File: config.mk
export PLATFORM = sky130hd
export DESIGN_NAME = fp16_mul_axis
export DESIGN_NICKNAME = d
export VERILOG_FILES = /design/src/rtl/fp16_pkg.sv /design/src/rtl/fp16_round_pack.sv /design/src/rtl/fp16_mul_axis.sv
export SDC_FILE = /design/constraint.sdc
export NUM_CORES = 1
export LEC_CHECK = 0
export ABC_AREA = 1
export BUFFER_PORTS_ARGS = -buffer_cell sky130_fd_sc_hd__buf_2
export CORE_ASPECT_RATIO = 1.1
export CORE_UTILIZATION = 46
export DETAILED_ROUTE_END_ITERATION = 16
export MAX_ROUTING_LAYER = met4
export PLACE_DENSITY = 0.6
export SKIP_LAST_GASP = 1
export SYNTH_ARGS = -nofsm -noshare
export SYNTH_HDL_FRONTEND = slang
export SYNTH_SLANG_ARGS = --single-unit
File: constraint.sdc
create_clock -name aclk -period 5.75 [get_ports aclk]
set_input_delay 1.15 -clock aclk [delete_from_list [all_inputs] [get_ports aclk]]
set_output_delay 1.15 -clock aclk [all_outputs]
set_load 0.02 [all_outputs]
File: src/rtl/fp16_pkg.sv
// fp16_pkg: shared types and constants for the binary16 multiply datapath.
//   fp16_t        - packed binary16 view {sign, exp, mant}
//   fp_class_e    - operand/result class (subnormals are folded into ZERO)
//   fp16_classify - maps a binary16 value onto fp_class_e
package fp16_pkg;

    typedef struct packed {
        logic       sign;
        logic [4:0] exp;
        logic [9:0] mant;
    } fp16_t;

    typedef enum logic [1:0] {
        ZERO = 2'd0,
        NORM = 2'd1,
        INF  = 2'd2,
        NAN  = 2'd3
    } fp_class_e;

    localparam int          EXP_BIAS  = 15;
    localparam int          EXP_MAX   = 31;
    localparam logic [15:0] FP16_PINF = 16'h7C00;

    // Subnormals classify as ZERO: the datapath flushes them to signed zero.
    function automatic fp_class_e fp16_classify(input fp16_t x);
        if (x.exp == 5'd0) begin
            return ZERO;
        end else if (x.exp == 5'h1F) begin
            return (x.mant == 10'd0) ? INF : NAN;
        end else begin
            return NORM;
        end
    endfunction

endpackage

File: src/rtl/fp16_round_pack.sv
// fp16_round_pack: combinational normalize / round-to-nearest-even / pack of a
// binary16 product.
//   prod_i   - 22-bit product of two 11-bit significands (hidden 1 included)
//   exp_i    - biased exponent sum ea + eb - bias, signed
//   sign_i   - result sign
//   cls_i    - result class already resolved for specials
//   result_o - packed binary16 result (flush-to-zero, no subnormal outputs)
module fp16_round_pack
    import fp16_pkg::*;
#(
    parameter logic [15:0] CANON_NAN = 16'h7E00
) (
    input  logic [21:0]       prod_i,
    input  logic signed [6:0] exp_i,
    input  fp_class_e         cls_i,
    input  logic              sign_i,
    output logic [15:0]       result_o
);

    logic [9:0]        mant_raw;
    logic              guard;
    logic              sticky;
    logic              round_up;
    logic [11:0]       sig_rnd;
    logic [9:0]        mant_fin;
    logic signed [7:0] exp_norm;
    logic signed [7:0] exp_fin;

    always_comb begin
        // Operands are in [1,2), so the product's leading one is bit 21 or 20.
        if (prod_i[21]) begin
            mant_raw = prod_i[20:11];
            guard    = prod_i[10];
            sticky   = |prod_i[9:0];
            exp_norm = {exp_i[6], exp_i} + 8'sd1;
        end else begin
            mant_raw = prod_i[19:10];
            guard    = prod_i[9];
            sticky   = |prod_i[8:0];
            exp_norm = {exp_i[6], exp_i};
        end

        round_up = guard & (sticky | mant_raw[0]);
        sig_rnd  = {2'b01, mant_raw} + {11'd0, round_up};

        // Carry out of the significand: value is exactly 2.0, mantissa wraps to 0.
        if (sig_rnd[11]) begin
            mant_fin = sig_rnd[10:1];
            exp_fin  = exp_norm + 8'sd1;
        end else begin
            mant_fin = sig_rnd[9:0];
            exp_fin  = exp_norm;
        end
    end

    always_comb begin
        result_o = {sign_i, 15'd0};
        unique case (cls_i)
            NAN:  result_o = CANON_NAN;
            INF:  result_o = {sign_i, FP16_PINF[14:0]};
            ZERO: result_o = {sign_i, 15'd0};
            NORM: begin
                if (int'(exp_fin) >= EXP_MAX) begin
                    result_o = {sign_i, FP16_PINF[14:0]};
                end else if (int'(exp_fin) <= 0) begin
                    result_o = {sign_i, 15'd0};
                end else begin
                    result_o = {sign_i, exp_fin[4:0], mant_fin};
                end
            end
        endcase
    end

endmodule

File: src/rtl/fp16_mul_axis.sv
// fp16_mul_axis: three-stage binary16 multiplier joining two AXI-Stream operand
// streams into one result stream.
//   aclk, aresetn          - clock, asynchronous active-low reset
//   s_axis_a_*             - operand A stream (tvalid/tready/tdata)
//   s_axis_b_*             - operand B stream (tvalid/tready/tdata)
//   m_axis_result_*        - product stream (tvalid/tready/tdata)
// Stages: S1 unpack/classify, S2 11x11 multiply, S3 round/pack into the output
// register. The result is registered on the third rising edge counting the
// consuming edge. The whole pipeline advances together, so bubbles also stall.
module fp16_mul_axis
    import fp16_pkg::*;
#(
    parameter logic [15:0] CANON_NAN = 16'h7E00
) (
    input  logic        aclk,
    input  logic        aresetn,
    input  logic        s_axis_a_tvalid,
    output logic        s_axis_a_tready,
    input  logic [15:0] s_axis_a_tdata,
    input  logic        s_axis_b_tvalid,
    output logic        s_axis_b_tready,
    input  logic [15:0] s_axis_b_tdata,
    output logic        m_axis_result_tvalid,
    input  logic        m_axis_result_tready,
    output logic [15:0] m_axis_result_tdata
);

    fp16_t     opa;
    fp16_t     opb;
    fp_class_e cls_a;
    fp_class_e cls_b;
    fp_class_e cls_res;
    logic      adv;
    logic      pair_valid;
    logic [15:0] rp_result;

    // S1 registers
    logic              s1_valid_q, s1_valid_d;
    logic              s1_sign_q, s1_sign_d;
    logic signed [6:0] s1_exp_q, s1_exp_d;
    logic [10:0]       s1_sig_a_q, s1_sig_a_d;
    logic [10:0]       s1_sig_b_q, s1_sig_b_d;
    fp_class_e         s1_cls_q, s1_cls_d;
    // S2 registers
    logic              s2_valid_q, s2_valid_d;
    logic              s2_sign_q, s2_sign_d;
    logic signed [6:0] s2_exp_q, s2_exp_d;
    logic [21:0]       s2_prod_q, s2_prod_d;
    fp_class_e         s2_cls_q, s2_cls_d;
    // S3 / output registers
    logic              out_valid_q, out_valid_d;
    logic [15:0]       out_data_q, out_data_d;

    assign opa        = fp16_t'(s_axis_a_tdata);
    assign opb        = fp16_t'(s_axis_b_tdata);
    assign cls_a      = fp16_classify(opa);
    assign cls_b      = fp16_classify(opb);
    assign adv        = ~out_valid_q | m_axis_result_tready;
    assign pair_valid = s_axis_a_tvalid & s_axis_b_tvalid;

    // Each ready depends on the other side's valid so a lone operand is never taken.
    assign s_axis_a_tready = aresetn & adv & s_axis_b_tvalid;
    assign s_axis_b_tready = aresetn & adv & s_axis_a_tvalid;

    // Specials resolved up front; NaN outranks inf x zero, which outranks inf, then zero.
    always_comb begin
        cls_res = NORM;
        if (cls_a == NAN || cls_b == NAN) begin
            cls_res = NAN;
        end else if ((cls_a == INF && cls_b == ZERO) || (cls_a == ZERO && cls_b == INF)) begin
            cls_res = NAN;
        end else if (cls_a == INF || cls_b == INF) begin
            cls_res = INF;
        end else if (cls_a == ZERO || cls_b == ZERO) begin
            cls_res = ZERO;
        end
    end

    always_comb begin
        s1_valid_d  = s1_valid_q;
        s1_sign_d   = s1_sign_q;
        s1_exp_d    = s1_exp_q;
        s1_sig_a_d  = s1_sig_a_q;
        s1_sig_b_d  = s1_sig_b_q;
        s1_cls_d    = s1_cls_q;
        s2_valid_d  = s2_valid_q;
        s2_sign_d   = s2_sign_q;
        s2_exp_d    = s2_exp_q;
        s2_prod_d   = s2_prod_q;
        s2_cls_d    = s2_cls_q;
        out_valid_d = out_valid_q;
        out_data_d  = out_data_q;

        if (adv) begin
            s1_valid_d  = pair_valid;
            s1_sign_d   = opa.sign ^ opb.sign;
            s1_exp_d    = $signed({2'b00, opa.exp}) + $signed({2'b00, opb.exp})
                          - 7'(EXP_BIAS);
            s1_sig_a_d  = {1'b1, opa.mant};
            s1_sig_b_d  = {1'b1, opb.mant};
            s1_cls_d    = cls_res;

            s2_valid_d  = s1_valid_q;
            s2_sign_d   = s1_sign_q;
            s2_exp_d    = s1_exp_q;
            s2_prod_d   = {11'd0, s1_sig_a_q} * {11'd0, s1_sig_b_q};
            s2_cls_d    = s1_cls_q;

            out_valid_d = s2_valid_q;
            if (s2_valid_q) begin
                out_data_d = rp_result;
            end
        end
    end

    always_ff @(posedge aclk or negedge aresetn) begin
        if (!aresetn) begin
            s1_valid_q  <= 1'b0;
            s1_sign_q   <= 1'b0;
            s1_exp_q    <= '0;
            s1_sig_a_q  <= '0;
            s1_sig_b_q  <= '0;
            s1_cls_q    <= ZERO;
            s2_valid_q  <= 1'b0;
            s2_sign_q   <= 1'b0;
            s2_exp_q    <= '0;
            s2_prod_q   <= '0;
            s2_cls_q    <= ZERO;
            out_valid_q <= 1'b0;
            out_data_q  <= 16'h0000;
        end else begin
            s1_valid_q  <= s1_valid_d;
            s1_sign_q   <= s1_sign_d;
            s1_exp_q    <= s1_exp_d;
            s1_sig_a_q  <= s1_sig_a_d;
            s1_sig_b_q  <= s1_sig_b_d;
            s1_cls_q    <= s1_cls_d;
            s2_valid_q  <= s2_valid_d;
            s2_sign_q   <= s2_sign_d;
            s2_exp_q    <= s2_exp_d;
            s2_prod_q   <= s2_prod_d;
            s2_cls_q    <= s2_cls_d;
            out_valid_q <= out_valid_d;
            out_data_q  <= out_data_d;
        end
    end

    fp16_round_pack #(
        .CANON_NAN (CANON_NAN)
    ) u_round_pack (
        .prod_i   (s2_prod_q),
        .exp_i    (s2_exp_q),
        .cls_i    (s2_cls_q),
        .sign_i   (s2_sign_q),
        .result_o (rp_result)
    );

    assign m_axis_result_tvalid = out_valid_q;
    assign m_axis_result_tdata  = out_data_q;

endmodule

== Word level (Yosys, flattened, before mapping) ==
Cells that the tools add are included.

* Bits in registers: 83
* Latch bits: 0
* RAM bits: 0
* Bits in read-only memories: 0
* Input port bits: 37
* Output and inout port bits: 19
* Word-level logic and storage cells: 74
* Memories: 0

* $add $sub $neg: 5
* Multiply operators: 1
* Div/mod/pow operators: 0
* $lt $le $gt $ge: 2
* Equal/unequal tests: 9
* Shift-type cells: 0
* Multiplexer cells: 19
* Bitwise logic cells: 9
* Reduce and logical (&&, ||, !) cells: 16

{| class="wikitable"
|+ Operator list
! cell !! count
|-
| one-hot mux 16 bit (4 select lines) || 1
|-
| 2-to-1 mux 15 bit || 2
|-
| multiplier 11 x 11 -> 22 bit || 1
|-
| logical NOT 10 bit || 2
|-
| 2-to-1 mux 10 bit || 2
|-
| 2-to-1 mux 8 bit || 2
|-
| 2-to-1 mux 2 bit || 7
|-
| adder 11 x 1 -> 12 bit || 1
|-
| == test 2 bit, second input constant || 6
|-
| == test 5 bit, second input constant || 2
|-
| logical NOT 5 bit || 2
|-
| OR reduction 10 bit || 1
|-
| OR reduction 9 bit || 1
|-
| adder 7 x 2 -> 8 bit, second input constant || 1
|-
| adder 8 x 2 -> 8 bit, second input constant || 1
|-
| greater-or-equal comparator 8 x 6 -> 1 bit, second input constant || 1
|-
| less-or-equal comparator 8 x 1 -> 1 bit, second input constant || 1
|-
| subtractor 6 x 4 -> 7 bit, second input constant || 1
|-
| adder 5 x 5 -> 6 bit || 1
|-
| logical NOT 2 bit || 3
|-
| AND 1 bit || 5
|-
| 2-to-1 mux 1 bit || 5
|-
| logical OR 1 bit || 4
|-
| == test 2 x 1 -> 1 bit, second input constant || 1
|-
| 5 further kinds || 7
|}

== Logic depth before layout (Yosys ltp) ==
* Word-level depth: 10
* Gate-level depth with buffers: 24

== Modules after synthesis ==
From an unflattened synthesis, not the netlist that was laid out.

* Cells, all modules: 1226
* Area total of the unflattened synthesis: 9052.4 um2

{| class="wikitable"
|+ Modules (own cells, without submodules)
! module !! instances !! cells an instance !! area each (um2) !! sequential area each (um2)
|-
| fp16_mul_axis || 1 || 991 || 7821.3 || 2052.0
|-
| fp16_round_pack || 1 || 235 || 1231.2 || 0.0
|}

== Worst setup path after synthesis ==
No wires, ideal clock.

* Path type: reg-to-reg
* From: reg s1_sig_a_q[10]
* To: reg s2_prod_q[19]
* Setup time: 0.118 ns
* Data arrival time: 5.051 ns
* Required time: 5.632 ns
* Path slack: 0.581 ns
* Cell stages (with the launch flop): 23
* Buffers on the path: 1
* Clock period less this slack: 5.169 ns
* Cell sequence: dfrtp_1 > clkbuf_1 > nand2_1 > fa_1 > fa_1 > inv_1 > fa_1 > fa_1 > inv_1 > fa_1 > inv_1 > ha_1 > a21oi_1 > o21ai_0 > inv_1 > nand2_1 > a31oi_1 > inv_1 > a21oi_1 > o21ai_0 > or2_2 > nand3_1 > nand2_1

* Longest elaborated chain between the ends: 1

{| class="wikitable"
|+ RTL lines
! what !! line !! text
|-
| start: declaration || fp16_mul_axis.sv:41 || <nowiki>logic [10:0] s1_sig_a_q, s1_sig_a_d;</nowiki>
|-
| start signal: assignment || fp16_mul_axis.sv:135 || <nowiki>s1_sig_a_q <= s1_sig_a_d;</nowiki>
|-
| multiplier 11 x 11 -> 22 bit || fp16_mul_axis.sv:106 || <nowiki>s2_prod_d = {11'd0, s1_sig_a_q} * {11'd0, s1_sig_b_q};</nowiki>
|-
| end signal: assignment || fp16_mul_axis.sv:141 || <nowiki>s2_prod_q <= s2_prod_d;</nowiki>
|-
| end: declaration || fp16_mul_axis.sv:48 || <nowiki>logic [21:0] s2_prod_q, s2_prod_d;</nowiki>
|}

No other way between the ends.
A chain may end at the register's enable or synchronous reset.

== Final worst setup path ==
* From: reg s1_sig_a_q[3]
* To: reg s2_prod_q[19]

Same word-level chain as after synthesis.

==> impl_results.md <==
* Status: completed
* Most common flop cell mapped by yosys: dfrtp_1
* Clock buffer depth at 2
* Via count at 7,077
* Max Fclk at 184.3 MHz
* Area growth syn-to-layout at 9.066%
* Min Tclk post-route at 5426 ps
* Slowest stage delay, CP at 620 ps
* Global-route wire length before repair at 34.13 mm
* Nets at 1,386
* Multi-input gate area at 5578 um2
* Post-synth top area share at 0.2364
* WL/cell at 13.78 um
* Port buffer count at 55
* Root buffer cell: clkbuf_16
* Top cell family by delay on the critical path: adder cells
* CTS resizes at 0
* Cts hold-fix bufs at 0
* Async SR Flop Fraction at 1.000
* Largest net degree at the start of global routing at 67
* Fin crit share at 0.9437
* Post-DP HPWL at 16.16 mm
* Setup Buffers After CTS at 0
* Xor-xnor portion of the synthesized cell area at 0.01211
* Initial antenna violation count at 0
* Finished Layout Cells at 1,444
* Synth Instances at 1,161
* Ranking of synthesized cells by area: dfrtp_1 24%, fa_1 19%, nand2_1 16%
* Critical path class: reg -> reg
* CP bufs+invs at 5
* Share of post-route cells with drive strength above 1 at 0.1132
* CTS Buf Count at 9
* TritonCTS clock tree: built
* Max transition margin at 0.4626
* Reg area at 2052 um2
* Slew @ Worst Pin at 806.1 ps
* Post-route ant nets at 0
* Compound-gate portion of the synthesized area at 0.07236
* Synthesis-stage register bit count at 82
* Core Region at 18,410 um2
* Detailed Routing Iterations Pass 1 at 5
* Post-Syn Area at 8681 um2
* H-Tree Depth at 3
* Worst skew pair latency at 350 ps
* Synth Area in Simple Gates at 0.2666
* Total GRT Usage at 0.2265
* Worst-path clk slew at 70 ps
* GPL Wtd Cong at 0.8810
* Grt ovf at 0
* Vias/cell at 4.901
* Die area at 19,430 um2
* Synth Area in Adders at 0.2906
* CP endpoint kind: flip-flop
* Cell taking the most area after synthesis: dfrtp_1
* Placement Rows at 52
* Final setup viols at 0
* Mux cell area share after synthesis at 0
* Final worst setup slack at 323.9 ps
* Dpl cells at 1,428
* Post-synth EDFFs at 0
* Total negative setup slack at 0 ps
* Die W at 133.0 um
* Largest family of logic cells by synthesized area: adder cells
* Ant. Diodes at 0
* Drt total wl at 19.90 mm
* Worst-path cell chain: nand2_1 > fa_1 > fa_1 > inv_1 > fa_1 > fa_1 > inv_1 > fa_1 > inv_1 > ha_1 > a21oi_1 > o21ai_0 > inv_1 > nand2_1 > a31oi_1 > inv_1 > a21oi_1 > o21ai_0 > or2_2 > nand3_1 > nand2_1
* DRC viols at 0
* Syn_area_per_cell at 7.477 um2
* Final hold vios at 0
* RSZ-0062 raised after global routing: false
* Sink Count at 82
* Setup Skew at 9.215 ps
* FILL cells at 1,847
* CP Max Fanout at 12
* Vias in the first global route at 7,233
* Drt first-iter violations at 304
* Hold Crit Class: reg -> reg
* CP Launch Type: flip-flop
* CP Data Arrival Time at 5670 ps
* Req. time, crit path at 5990 ps
* Hold slack at 468.8 ps
* Post-place setup slack at 331.1 ps
* Max-slew violations at 0
* Max-cap violation count at 0
* Synth cell types at 44
* Initial Utilization at 0.4715
* I/O pin cnt at 56
* Critical Path Slowest Stage Cell: dfrtp_1
* Die height at 146.1 um
* Ys Warns at 0
* Sequential share of the synthesized area at 0.2364
* Syn_nets at 1,351
==> path summary, 6_finish.rpt <==
path	startpoint	to	slack, ps	cells past startpoint
worst max register to register	s1_sig_a_q[3]	s2_prod_q[19]	320	21
max in group asynchronous	aresetn	s1_sig_a_q[9]	3980	2
worst min register to register	s2_valid_q	m_axis_result_tvalid	470	2
worst max-delay path	s1_sig_a_q[3]	s2_prod_q[19]	320	21
worst min-delay path	s2_valid_q	m_axis_result_tvalid	470	2
min in group asynchronous	aresetn	m_axis_result_tdata[3]	730	1
==> cell usage after synthesis (7+ instances only) <==
library cell,instances
inv_1,230
nand2_4,7
dfrtp_1,82
a21oi_1,36
nor3_1,11
o21ai_0,55
nand2_1,376
nor4_1,7
fa_1,81
nand3_1,29
nand4_1,12
nor2_1,39
ha_1,72
clkbuf_1,36
or2_2,8
nand2_2,15
==> layout make-up <==
cell class | count | area share
clock inverter | 7 | 0.007797
sequential | 82 | 0.2167
tap | 243 | 0.03211
multi-input combinational | 802 | 0.5891
inverter | 237 | 0.09396
timing repair buffer | 64 | 0.03647
clock buffer | 9 | 0.02379
==> cell usage in the layout (no fill, tap or decap), drive strengths merged <==
master	n
a31oi	2
and2	3
a31o	1
xnor2	6
o211ai	1
nor4	7
and3	1
dfrtp	82
ha	72
inv	238
clkbuf	9
nand2	398
or2	8
clkinv	4
o2111ai	1
nand3	32
nor3b	3
xor2	6
clkinvlp	2
a21oi	38
o21ai	62
o22ai	3
nor3	11
nor2	48
fa	81
o21a	2
a21boi	1
nand4	13
buf	64
o31ai	2
==> routing by layer <==
layer / routed length, um / track usage / vias to the layer above
met3: 670 / 0.03194 / 33
met2: 9733 / 0.3814 / 147
met5: 0 / - / -
li1: - / - / 3591
met4: 434 / 0.07184 / 0
met1: 9060 / 0.2801 / 3306
==> through the flow <==
step,utilization,area (um2)
after detailed placement,0.4980,9169
after floorplan,-,8681
after global placement,0.4980,9169
final,0.5142,9468
after CTS,0.5142,9468
after global routing,0.5142,9468
==> cell families after synthesis <==
family / after synthesis
flip-flops: 82
XOR/XNOR: 12
adder cells (fa/ha/maj): 153
buffers and inverters: 277
AND/OR/NAND/NOR: 524
AO/OA/AOI/OAI: 113
==> registers in the layout, summed over array words and instances, names as in the netlist <==
name and flops:
s1_valid_q 1, s2_prod_q 22, s2_cls_q 2, s2_exp_q 7, m_axis_result_tvalid 1, s1_cls_q 2
s1_sign_q 1, s2_valid_q 1, s1_sig_a_q 11, m_axis_result_tdata 16, s1_exp_q 7, s1_sig_b_q 10
s2_sign_q 1
==> worst min-delay path: stages (launching register included) <==
cell and delay [ps]:
dfrtp_1 320, inv_1 60, nand2_1 60
Power is not shown: default switching activity piles up to over one toggle a cycle in this logic, so the estimate is an artifact.
